$ cat src/rtl/color_pixel_counter.sv
// Per-frame red/blue pixel counter for RGB332 camera pixels; presents registered,
// saturating totals at each VSYNC falling edge and honours a synchronous clear.
module color_pixel_counter #(
  parameter int CNT_W    = 10,
  parameter int RED_MIN  = 5,
  parameter int BLUE_MIN = 2
) (
  input  logic             CLK,
  input  logic             RESET_N,
  input  logic [7:0]       PIXEL_IN,
  input  logic             PIXEL_VALID,
  input  logic             VGA_VSYNC_NEG,
  input  logic [1:0]       CLEAR,
  output logic [CNT_W-1:0] REDCOUNT,
  output logic [CNT_W-1:0] BLUECOUNT,
  output logic             COUNT_VALID
);

  typedef struct packed {
    logic [2:0] r;
    logic [2:0] g;
    logic [1:0] b;
  } pixel_t;

  typedef enum logic [1:0] {WAIT_SYNC, COUNT, BLANK} state_t;

  localparam logic [2:0]       RED_MIN_F  = RED_MIN[2:0];
  localparam logic [1:0]       BLUE_MIN_F = BLUE_MIN[1:0];
  localparam logic [CNT_W-1:0] CNT_MAX    = '1;

  pixel_t           pix;
  state_t           state;
  logic             vsync_q, sync_armed;
  logic             rise, fall, is_red, is_blue, clr, qual;
  logic [CNT_W-1:0] red_acc, blue_acc;
  logic             green_unused;

  assign pix          = pixel_t'(PIXEL_IN);
  assign green_unused = &{1'b0, pix.g};

  assign rise    = ~vsync_q &  VGA_VSYNC_NEG;
  assign fall    =  vsync_q & ~VGA_VSYNC_NEG;
  assign is_red  = (pix.r >= RED_MIN_F)  && (pix.b <  BLUE_MIN_F);
  assign is_blue = (pix.b >= BLUE_MIN_F) && (pix.r <  RED_MIN_F);
  assign clr     = |CLEAR;
  assign qual    = PIXEL_VALID & VGA_VSYNC_NEG;

  // sync_armed blocks a "rise" right after reset when VSYNC was already high:
  // vsync_q resets low, so that edge is not a real frame start.
  always_ff @(posedge CLK or negedge RESET_N) begin
    if (!RESET_N) begin
      state       <= WAIT_SYNC;
      vsync_q     <= 1'b0;
      sync_armed  <= 1'b0;
      red_acc     <= '0;
      blue_acc    <= '0;
      REDCOUNT    <= '0;
      BLUECOUNT   <= '0;
      COUNT_VALID <= 1'b0;
    end else begin
      vsync_q     <= VGA_VSYNC_NEG;
      COUNT_VALID <= 1'b0;
      if (!VGA_VSYNC_NEG) sync_armed <= 1'b1;

      case (state)
        WAIT_SYNC: if (rise && sync_armed) state <= COUNT;
        COUNT: begin
          if (fall) begin
            REDCOUNT    <= red_acc;
            BLUECOUNT   <= blue_acc;
            red_acc     <= '0;
            blue_acc    <= '0;
            COUNT_VALID <= 1'b1;
            state       <= BLANK;
          end else if (qual) begin
            if (is_red  && red_acc  != CNT_MAX) red_acc  <= red_acc  + CNT_W'(1);
            if (is_blue && blue_acc != CNT_MAX) blue_acc <= blue_acc + CNT_W'(1);
          end
        end
        BLANK:     if (rise) state <= COUNT;
        default:   state <= WAIT_SYNC;
      endcase

      // Clear overrides any latch or pixel update in the same cycle
      if (clr) begin
        red_acc     <= '0;
        blue_acc    <= '0;
        REDCOUNT    <= '0;
        BLUECOUNT   <= '0;
        COUNT_VALID <= 1'b0;
      end
    end
  end

endmodule
$ cat config.mk
export PLATFORM = sky130hd
export DESIGN_NAME = color_pixel_counter
export DESIGN_NICKNAME = d
export VERILOG_FILES = /design/src/rtl/color_pixel_counter.sv
export SDC_FILE = /design/constraint.sdc
export NUM_CORES = 1
export LEC_CHECK = 0
export CAP_MARGIN = 20
export CORE_ASPECT_RATIO = 1.75
export CORE_MARGIN = 4
export CORE_UTILIZATION = 35
export CTS_CLUSTER_SIZE = 14
export DETAILED_ROUTE_END_ITERATION = 10
export PLACE_DENSITY = 0.58
export SYNTH_ARGS = -nofsm -noshare
export SYNTH_HDL_FRONTEND = slang
export SYNTH_SLANG_ARGS = --single-unit
$ cat constraint.sdc
create_clock -name CLK -period 3 [get_ports CLK]
set_input_delay 0.9 -clock CLK [delete_from_list [all_inputs] [get_ports CLK]]
set_output_delay 0.9 -clock CLK [all_outputs]
set_load 0.02 [all_outputs]
# [Yosys cells after proc, flatten, opt, wreduce, memory -nomap -nowiden]
# Index checks and enable logic that the tools add are counted.
[op_classes] magnitude_cmp=4 muxes=23 n_eq_ne=7 add_sub_neg=2 bitwise=5 reduce_logical=16
[ops] operator="$mux 10" n=16
[ops] operator="$add 10x1->10 const B" n=2
[ops] operator="$ne 10x10->1 const B" n=2
[ops] operator="$reduce_and 3->1" n=3
[ops] operator="$reduce_bool 3->1" n=3
[ops] operator="$mux 2" n=3
[ops] operator="$ne 2x2->1 const B" n=3
[ops] operator="$pmux 2 s3" n=1
[ops] operator="$logic_and 1x1->1" n=5
[ops] operator="$reduce_bool 2->1" n=2
[ops] operator="$and 1x1->1" n=3
[ops] operator="$ge 3x3->1 const B" n=1
[ops] operator="$lt 3x3->1 const B" n=1
[ops] operator="$mux 1" n=3
[ops] operator="$eq 2x1->1 const B" n=1
[ops] operator="$eq 2x2->1 const B" n=1
[ops] operator="$ge 2x2->1 const B" n=1
[ops] operator="$logic_not 2->1" n=1
[ops] operator="$lt 2x2->1 const B" n=1
[ops] operator="$not 1->1" n=2
[ops] operator="$reduce_and 2->1" n=1
[ops] operator="$reduce_or 2->1" n=1
[totals] register_bits=45 word_cells=65 inputBits=14

# [Depth between registers and ports, before layout]
[depth] ltp_word=8 depth_mapped=7 ltp_nobuf=6

# [Least setup slack after synthesis]
# OpenSTA, ideal clock, no wires.
[synth_timing] kind="input to register" startpoint="input port CLEAR[1]" endpoint="register blue_acc[4]" t_required_ns=2.918 setup_ns=0.082 slack_ns=0.899 arrival_ns=2.019 cell_stages=5 path_cell_list="or2_2 nor3_2 buf_2 a31oi_1 a31oi_1"
[synth_via] elab_chain_len=3 elab_cells_between_ends=6
[synth_rtl] item="start: declaration" line="13" rtl="input logic [1:0] CLEAR,"
[synth_rtl] item="$reduce_or 2->1 *" line="45" rtl="assign clr = |CLEAR;"
[synth_rtl] item="$reduce_bool 3->1 (no source line) / $reduce_bool 2->1 (equally long branches)"
[synth_rtl] item="$reduce_and 3->1 (no source line)"
[synth_rtl] item="end signal: assignment" line="77" rtl="if (is_blue && blue_acc != CNT_MAX) blue_acc <= blue_acc + CNT_W'(1);"
[synth_rtl] item="end: declaration" line="35" rtl="logic [CNT_W-1:0] red_acc, blue_acc;"
# Every way passes the cells marked *; elsewhere a longest branch is shown, timed or not.
# A chain may end at the register's enable or synchronous reset.

# [Worst setup path after layout]
[layout_timing] startpoint="input port PIXEL_IN[5]" endpoint="register blue_acc[1]"
[layout_via] elab_chain_len=5
[layout_rtl] item="start: declaration" line="10" rtl="input logic [7:0] PIXEL_IN,"
[layout_rtl] item="$lt 3x3->1" line="44" rtl="assign is_blue = (pix.b >= BLUE_MIN_F) && (pix.r < RED_MIN_F);"
[layout_rtl] item="$logic_and 1x1->1" line="44"
[layout_rtl] item="$logic_and 1x1->1" line="77"
[layout_rtl] item="$reduce_bool 3->1 (no source line)"
[layout_rtl] item="$reduce_and 3->1 (no source line)"
# Every way passes these cells.

==> out/metrics.cfg <==
[flow_run]
drv_cap=0

[floorplanning]
die_h_um=111.8
ioPinCount=35
rows=37
core_sq_um=5926
start_util_pct=36.38
die_area_sq_um=7528
die_x_um=67.33

[timing]
relSlewSlack_pct=58.73
drv_slew=0
totalNegativeSetupSlack_ps=0
timing.final.crit_share_pct=82.01
final.setup.worst_slack_ps=539.8
finalHoldWorstSlack_ps=475.5
setup_viol=0
min_period_ps=2460
hold_viol_final=0
rsz0062_at_grt=no
clock_skew_ps=8.258
tightest_slew_ps=615.0
timing.fmax_ghz=0.4065

[clocking]
cts_tree=yes
insertion_delay_ps=300
numClockSinks=45
path_clk_slew_ps=90
root_buffer=clkbuf_8
hold_buffers=0
clockBufferDepth=2
post_cts_buffers=0
cts_buffers=5
htree_num_levels=2
post_cts_resized=0

[critical_path]
crit_family=compound AO/OA/AOI/OAI gates
end_kind=flop
worstPathArrival_ps=2640
cpMostUsedCell=a21oi_1
slowest_delay_ps=510
crit_type=primary input to flop
cp_max_fo=7
slowest_stage=o21ai_1
crit_path_cell_trace=clkdlybuf4s50_1 > o21ai_1 > and2_1 > a21oi_1 > a21oi_1 > o22ai_1
start_kind=primary input
worstPathRequired_ps=3180
cp_num_buf_inv=1

[logic_synthesis]
syn_avg_cell_area_sq_um=10.22
synth_edf_count=0
ys_types=46
yosysWarnings=0
yosysMostFrequentCell=dfrtp_1
syn_inst=211
async_flop_share_pct=100.0
ys_seq_elements=45
synth_top_cell_by_area=dfrtp_1
synth.area.top_cells=dfrtp_1 52%, a22o_1 7.7%, o21ai_0 4.2%
yosysSeqAreaShare_pct=52.23
syn_nets=227
netlist_top_cells_count=45 x dfrtp_1, 19 x a22o_1, 19 x nand2_1
synth_area_sq_um=2156
ys.flop_type=dfrtp_1
synth_top_cell_area_share_pct=52.23

[worst_hold_path]
hold_class=flop to flop

[final_layout]
antenna_cells=0
final_cells=326
multi_input_area_sq_um=979.7
final_area_sq_um=2686
nNetsFinal=263
fillers=614
layout-drive-gt1-share_pct=12.10
final_util_pct=45.33
regArea_sq_um=1126
synthToLayoutAreaGrowth_pct=24.61

[power_and_ir_drop]
p_int_mw=0.9355
switching_share_pct=24.99
p_comb_share_pct=11.0
ir_drop_v=0.0003195
p_switching_mw=0.3117
p_total_mw=1.247
leakage_nw=1.120
clock_power_share_pct=38.5
seq_power_share_pct=50.5
p_per_area_nw_per_um2=464.3

[grt]
grt_max_degree=46
grt_first_pass_wirelength_um=8569
grt_usage_pct=14.55
gr-total-overflow=0
grt_pass1_vias=1809
grt_antenna_before_repair=0

[detailed_routing]
post_drt_wl_per_cell_um=15.30
antenna_left=0
drc=0
finalWirelength_um=4988
via_count=1788
avgViaCountPerCell=5.485
drtPass1Iterations=4
drt_iter0_drc=99

[placement]
dp.final_hpwl_um=3682
dpl.cell_count=318
gp_congestion=0.8139
dpl_worst_slack_ps=213.4
placed_cell_area_sq_um=2566
numPortBuffers=30

[status]
status=finished clean

-- path summary, 6_finish.rpt --
kind	from	endpoint	slack (ps)	cells past startpoint
max in group asynchronous	RESET_N	red_acc[7]$_DFFE_PN0P_	1940	2
worst min-delay path	sync_armed$_DFFE_PN0N_	sync_armed$_DFFE_PN0N_	480	1
worst max register to register	blue_acc[0]$_DFFE_PN0P_	blue_acc[4]$_DFFE_PN0P_	1110	7
worst max-delay path	PIXEL_IN[5]	blue_acc[1]$_DFFE_PN0P_	540	6
worst min register to register	sync_armed$_DFFE_PN0N_	sync_armed$_DFFE_PN0N_	480	1
min in group asynchronous	RESET_N	REDCOUNT[0]$_DFFE_PN0P_	660	2
-- layout by cell type, fill, tap and decap left out, drive strengths merged, types with 2 or more instances in the layout --
| cell | instances |
|---|---|
| nor3 | 4 |
| nor2 | 14 |
| a32oi | 2 |
| and3 | 5 |
| clkbuf | 6 |
| nand4 | 7 |
| dfrtp | 45 |
| or3 | 2 |
| a22o | 20 |
| ha | 2 |
| nor4 | 2 |
| a31oi | 13 |
| o211ai | 2 |
| and2 | 2 |
| o22ai | 2 |
| a21oi | 5 |
| clkdlybuf4s50 | 29 |
| buf | 9 |
| nand2 | 19 |
| and4 | 2 |
| nand2b | 5 |
| inv | 2 |
| nand3 | 8 |
| o21ai | 26 |
-- power by group through the flow --
stage          Clock (mW)  Sequential [mW]  Combinational (mW)
4_1_cts             0.494            0.630               0.137
3_3_place_gp            0            0.641               0.135
5_1_grt             0.521            0.633               0.153
2_1_floorplan           0            0.640              0.0805
6_report            0.480            0.630               0.137
3_5_place_dp            0            0.642               0.137
-- logic make-up after synthesis --
| group | count (synthesis) | synth area share (%) |
|---|---|---|
| compound gates | 77 | 24.26 |
| fa+ha+maj | 2 | 1.161 |
| buf+inv | 11 | 2.554 |
| flops | 45 | 52.23 |
| mux | 1 | 0.4643 |
| simple gates | 75 | 19.33 |
-- sequential cells by signal, indices dropped and copies added (netlist names) --
register     flops
blue_acc        10
COUNT_VALID      1
REDCOUNT        10
BLUECOUNT       10
vsync_q          1
state            2
red_acc         10
sync_armed       1
-- area by class of cell --
type	count	share of cell area, %
flip-flops and latches	45	41.92
multi-input cells	155	36.47
repair buffers	38	13.23
well taps	78	3.633
clock buffers	6	3.074
clock inverters	2	1.397
inverters	2	0.2795
-- layer usage --
layer | up-vias | global-route usage, % | wire length (um)
met5 | - | 0 | 0
met2 | 49 | 23.13 | 2405
met3 | 17 | 3.330 | 211
met4 | 0 | 8.401 | 229
li1 | 876 | - | -
met1 | 846 | 17.49 | 2142
(Power assumes the default switching activity.)
